--- src/rtl/i2c_tmp101_controller.sv ---
// i2c_tmp101_controller: SCL/SDA sequencer for a TMP101 pointer write or 2-byte read.
// Optional I2C_NACK_RETRY_EN: retry an address NACK up to 3 times before flagging AckError.
module i2c_tmp101_controller #(
  parameter int CLK_DIV = 4,
  parameter int DIV_W   = 8
) (
  input  logic        clock,
  input  logic        Reset,
  input  logic        Go,
  input  logic        RdWr,
  input  logic [6:0]  SlaveAddr,
  input  logic [7:0]  PtrByte,
  output logic        Busy,
  output logic        Done,
  output logic        AckError,
  output logic [15:0] RxData,
  output logic        SCL,
  output logic        WriteLoad,
  output logic [7:0]  SentData,
  input  logic [7:0]  ReceivedData,
  output logic        ShiftorHold,
  output logic        ReadOrWrite,
  output logic        Select,
  output logic        StartStopAck
);

  typedef enum logic [3:0] {
    IDLE, START, ADDR, ADDR_ACK, WBYTE, WBYTE_ACK,
    RMSB, MACK, RLSB, MNACK, STOP, DONE
  } state_t;

  state_t state, next;

  logic [DIV_W-1:0] q_cnt;
  logic [1:0]       qtr;
  logic [2:0]       bit_cnt;
  logic             rd;
  logic             retry;
  logic [7:0]       ptr;
  logic [7:0]       rx_msb;
  logic [7:0]       rx_lsb;
  logic             q_end;
  logic             slot_end;
  logic             samp;
  logic             mid;
  logic             last_bit;
  logic             nack;
`ifdef I2C_NACK_RETRY_EN
  logic [1:0]       tries;
`endif

  assign q_end    = q_cnt == DIV_W'(CLK_DIV - 1);
  assign slot_end = q_end && qtr == 2'd3;
  assign samp     = q_end && qtr == 2'd2;
  assign mid      = qtr == 2'd1 || qtr == 2'd2;
  assign last_bit = slot_end && bit_cnt == 3'd0;
  assign nack     = ReceivedData[0];
  assign Busy     = state != IDLE && state != DONE;
  assign Done     = state == DONE;

  always_comb begin
    next         = state;
    SCL          = 1'b1;
    Select       = 1'b1;
    StartStopAck = 1'b1;
    ReadOrWrite  = 1'b0;
    ShiftorHold  = 1'b0;
    unique case (state)
      IDLE: if (Go) next = START;
      START: begin
        SCL          = qtr != 2'd3;
        StartStopAck = qtr < 2'd2;
        if (slot_end) next = ADDR;
      end
      ADDR, WBYTE: begin
        SCL         = mid;
        Select      = 1'b0;
        ShiftorHold = slot_end;
        if (last_bit)
          next = (state == ADDR) ? ADDR_ACK : WBYTE_ACK;
      end
      ADDR_ACK: begin
        SCL         = mid;
        ReadOrWrite = 1'b1;
        ShiftorHold = samp;
        if (slot_end)
          next = nack ? STOP : (rd ? RMSB : WBYTE);
      end
      WBYTE_ACK: begin
        SCL         = mid;
        ReadOrWrite = 1'b1;
        ShiftorHold = samp;
        if (slot_end) next = STOP;
      end
      RMSB, RLSB: begin
        SCL         = mid;
        ReadOrWrite = 1'b1;
        ShiftorHold = samp;
        if (last_bit)
          next = (state == RMSB) ? MACK : MNACK;
      end
      MACK: begin
        SCL          = mid;
        StartStopAck = 1'b0;
        if (slot_end) next = RLSB;
      end
      MNACK: begin
        SCL = mid;
        if (slot_end) next = STOP;
      end
      STOP: begin
        SCL          = qtr != 2'd0;
        StartStopAck = qtr[1];
        if (slot_end) next = retry ? START : DONE;
      end
      DONE: next = IDLE;
      default: next = IDLE;
    endcase
  end

  always_ff @(posedge clock or negedge Reset) begin
    if (!Reset) begin
      state     <= IDLE;
      q_cnt     <= '0;
      qtr       <= '0;
      bit_cnt   <= '0;
      rd        <= 1'b0;
      retry     <= 1'b0;
      ptr       <= '0;
      rx_msb    <= '0;
      rx_lsb    <= '0;
      AckError  <= 1'b0;
      RxData    <= '0;
      SentData  <= '0;
      WriteLoad <= 1'b0;
`ifdef I2C_NACK_RETRY_EN
      tries     <= '0;
`endif
    end else begin
      state     <= next;
      WriteLoad <= 1'b0;
      if (state == IDLE || state == DONE) begin
        q_cnt <= '0;
        qtr   <= '0;
      end else if (q_end) begin
        q_cnt <= '0;
        qtr   <= qtr + 2'd1;
      end else begin
        q_cnt <= q_cnt + DIV_W'(1);
      end
      if (state == IDLE && Go) begin
        rd        <= RdWr;
        ptr       <= PtrByte;
        SentData  <= {SlaveAddr, RdWr};
        WriteLoad <= 1'b1;
        AckError  <= 1'b0;
        bit_cnt   <= 3'd7;
        retry     <= 1'b0;
`ifdef I2C_NACK_RETRY_EN
        tries     <= '0;
`endif
      end
      if (slot_end) begin
        unique case (state)
          ADDR, WBYTE: bit_cnt <= bit_cnt - 3'd1;
          RMSB: begin
            bit_cnt <= bit_cnt - 3'd1;
            if (bit_cnt == 3'd0) rx_msb <= ReceivedData;
          end
          RLSB: begin
            bit_cnt <= bit_cnt - 3'd1;
            if (bit_cnt == 3'd0) rx_lsb <= ReceivedData;
          end
          ADDR_ACK: begin
            if (nack) begin
`ifdef I2C_NACK_RETRY_EN
              if (tries != 2'd3) begin
                tries <= tries + 2'd1;
                retry <= 1'b1;
              end else begin
                AckError <= 1'b1;
              end
`else
              AckError <= 1'b1;
`endif
            end else if (!rd) begin
              SentData  <= ptr;
              WriteLoad <= 1'b1;
            end
          end
          WBYTE_ACK: if (nack) AckError <= 1'b1;
          MNACK: RxData <= {rx_msb, rx_lsb};
          STOP: begin
            if (retry) begin
              retry     <= 1'b0;
              WriteLoad <= 1'b1;
            end
          end
          default: ;
        endcase
      end
    end
  end

endmodule

--- config.mk ---
export PLATFORM = sky130hd
export DESIGN_NAME = i2c_tmp101_controller
export DESIGN_NICKNAME = d
export VERILOG_FILES = /design/src/rtl/i2c_tmp101_controller.sv
export SDC_FILE = /design/constraint.sdc
export NUM_CORES = 1
export LEC_CHECK = 0
export ABC_AREA = 0
export BUFFER_PORTS_ARGS = -buffer_cell sky130_fd_sc_hd__buf_2
export CORE_AREA = 2 2 101 103
export CTS_CLUSTER_DIAMETER = 40
export DETAILED_ROUTE_END_ITERATION = 12
export DIE_AREA = 0 0 103 105
export GPL_TIMING_DRIVEN = 1
export PLACE_DENSITY_LB_ADDON = 0.15
export SLEW_MARGIN = 20
export SYNTH_ARGS = -nofsm -noshare
export SYNTH_HDL_FRONTEND = slang
export SYNTH_SLANG_ARGS = --single-unit
--- constraint.sdc ---
create_clock -name clock -period 4.2 [get_ports clock]
set_clock_uncertainty 0.2 [all_clocks]
set_input_delay 0.21 -clock clock [delete_from_list [all_inputs] [get_ports clock]]
set_output_delay 0.21 -clock clock [all_outputs]
set_load 0.01 [all_outputs]
==> results.toml <==
[synthesis]
ys_seq_area_share_pct = 52.3
synthAdderAreaFrac_pct = 2.27
syn_inst = 285
netlist.area_leader.share_pct = 52.3
synth_fp_nets = 318
synth_top_family_by_area = "multiplexers"
ys_ff_latch = 69
synth_xor_area_share_pct = 1.86
netlist_area_um2 = 3300
synth.area.mux_share_pct = 17.8
synthSimpleGateAreaFrac_pct = 16.4
yosys_warnings = 0
synth_largest_area_cell = "dfrtp_1"
ys_types = 45
yosys-top-cells-area = "dfrtp_1 (52%), mux2_2 (13%), mux2_4 (4.5%)"
syn-mean-instance-area_um2 = 11.6
synth_compound_area_share_pct = 6.40

[grt]
grt_use_total_pct = 14.2
first_global_vias = 2381
overflow = 0
grt_max_degree = 44
antenna_found_initial = 0
grt_pass1_wl_mm = 11.9

[final_layout]
area_growth_pct = 25.0
design_area_um2 = 4130
drive_gt1_share_pct = 36.3
nNetsFinal = 394
antenna_cells = 0

[power]
power_mw = 1.36
p_per_area_nw_per_um2 = 329
p_leak_nw = 2.04
ir_worst_vdd_uv = 150

[clock_network]
clkTransAtPathRegs_ps = 80
postCtsSetupBuffers = 0
cts_sinks = 69
postCtsHoldBufs = 18
h-tree-depth = 3
numCtsBuffers = 9
cts_tree = "yes"
insertion_delay_ps = 350
clock_path_buffers = 2
cts-resized-gates = 0
root_buffer = "clkbuf_8"

[sta]
finalHoldViolCount = 0
fin_setup_tns_ps = 0
fin_crit_ps = 2650
min_period_over_period_pct = 63.1
tightestPinTransition_ps = 862
relSlewSlack_pct = 42.5
slew_viol_final = 0
whs_ps = 15.7
rsz0062_at_grt = "false"
max_freq_mhz = 377
setup_viol = 0

[setup_path]
critical_path_peak_fanout = 22
worstPathArrival_ps = 2680
crit_path_start_kind = "register"
r2r-end = "SentData[1]"
path_class = "reg2reg"
rr_startpoint = "state[1]"
required_ps = 4230
r2r_slack_ps = 1550
reg2regPathDepth = 4
endpoint_kind = "register"

[routing]
wire_per_inst_um = 14.5
vias_per_cell = 4.83
via_count = 2408
drt.antenna.violating_nets = 0
post-route-drc-count = 0
drt_iter0_drc = 82
dr.pass1.iters = 4
drt_wl_total_mm = 7.24

[run]
maxCapViolations = 0

[hold_path]
hold_start = "SlaveAddr[4]"
hold_depth = 3
hold_class = "in2reg"
min_to = "SentData[5]"

[placement]
dp_hpwl_mm = 4.84
io_buffers = 59
place_area_um2 = 3710
gp_congestion = 0.871

[floorplanning]
core_um2 = 9640
rows = 36
ioPinCount = 60
start_util_pct = 34.3
die-area_um2 = 10800
die_x_um = 103
fp.dieH_um = 105

[run_status]
outcome = "finished, final reports clean"
## sequential cells by signal, summed over array words and instances, names as in the netlist, 2 cells and up
name / count
SentData: 8
qtr: 2
ptr: 8
RxData: 16
rx_lsb: 8
bit_cnt: 3
rx_msb: 8
q_cnt: 8
state: 4
## cells in the final DEF, fill, tap and decap left out, types with 7 or more instances in the layout
master and count:
inv_1 11, nand3_1 9, a21oi_1 8, nor2_1 14
buf_2 58, dfrtp_1 69, mux2_2 38, or3_1 7
nand2_1 34, clkbuf_8 10, dlygate4sd3_1 18, mux2_4 10
## Yosys cell counts
library cell and instances:
dfrtp_1 69, mux2_2 38, nand2_1 34, nor2_1 14
inv_1 11, mux2_4 10, clkbuf_1 9, nand3_1 9
a21oi_1 8, or3_1 7, ha_1 6, nand2b_1 6
o21ai_0 6, xor2_1 5, and3_1 4, nor3_1 4
o31ai_1 4, a211oi_1 3, nand3_2 3, o21a_1 3
a31oi_1 2, and2_1 2, buf_2 2, o211ai_1 2
o22ai_1 2, or4_1 2, xnor2_1 2, a21boi_0 1
a311o_1 1, a311oi_1 1, and4bb_2 1, buf_1 1
buf_6 1, mux2i_1 1, nand4_1 1, nand4_4 1
nand4bb_1 1, nor2_4 1, nor2b_1 1, nor3b_1 1
nor4_1 1, nor4_2 1, nor4_4 1, nor4b_1 1
or2_2 1
## stage by stage
step	cells	setup slack [ps]	util, %
global placement	465	1590	38.5
floorplan	285	1980	-
detailed placement	465	1530	38.5
finish	499	1550	42.8
CTS	499	1530	42.8
global route	499	1350	42.8
## how the worst max path moves through the flow
stage / startpoint / end
2_1_floorplan: q_cnt[0] / RxData[0]
3_3_place_gp: q_cnt[0] / RxData[4]
3_5_place_dp: state[1] / SentData[2]
4_1_cts: state[2] / SentData[1]
5_1_grt: state[2] / SentData[1]
6_report: state[1] / SentData[1]
## layer usage
layer / wire [um] / GRT usage [%]
met3: 420 / 5.75
met4: 86 / 3.95
met2: 3280 / 20.9
met5: 0 / 0
met1: 3450 / 19.4
## power breakdown
group / leakage, nW / switching (mW) / internal, mW / total (mW)
clock: 0.113 / 0.280 / 0.356 / 0.636
sequential: 0.908 / 0.00366 / 0.671 / 0.675
combinational: 1.02 / 0.0228 / 0.0264 / 0.0492
## worst max-delay path: stages, from the launching register on
cell     delay (ps)
dfrtp_1         600
nor4_2          420
nand2_1         570
mux2_2          470
mux2_2          260
## final cells by class
class	count	area (um^2)
clock inverters	6	93.8
fillers	951	5510
repair buffers	78	485
inverters	11	41.3
multi-input cells	192	1480
flip-flops and latches	69	1730
clock buffers	10	138
well taps	133	166
## cells by family (layout without fill, tap and decap cells)
| family | count (synthesis) | count (layout) |
|---|---|---|
| muxes | 49 | 49 |
| and+or+nand+nor | 97 | 97 |
| DFF | 69 | 69 |
| AOI/OAI and AO/OA | 33 | 33 |
| adders and majority gates | 6 | 6 |
| buffers and inverters | 24 | 105 |
| xor gates and xnor gates | 7 | 7 |
(Power assumes the default switching activity.)
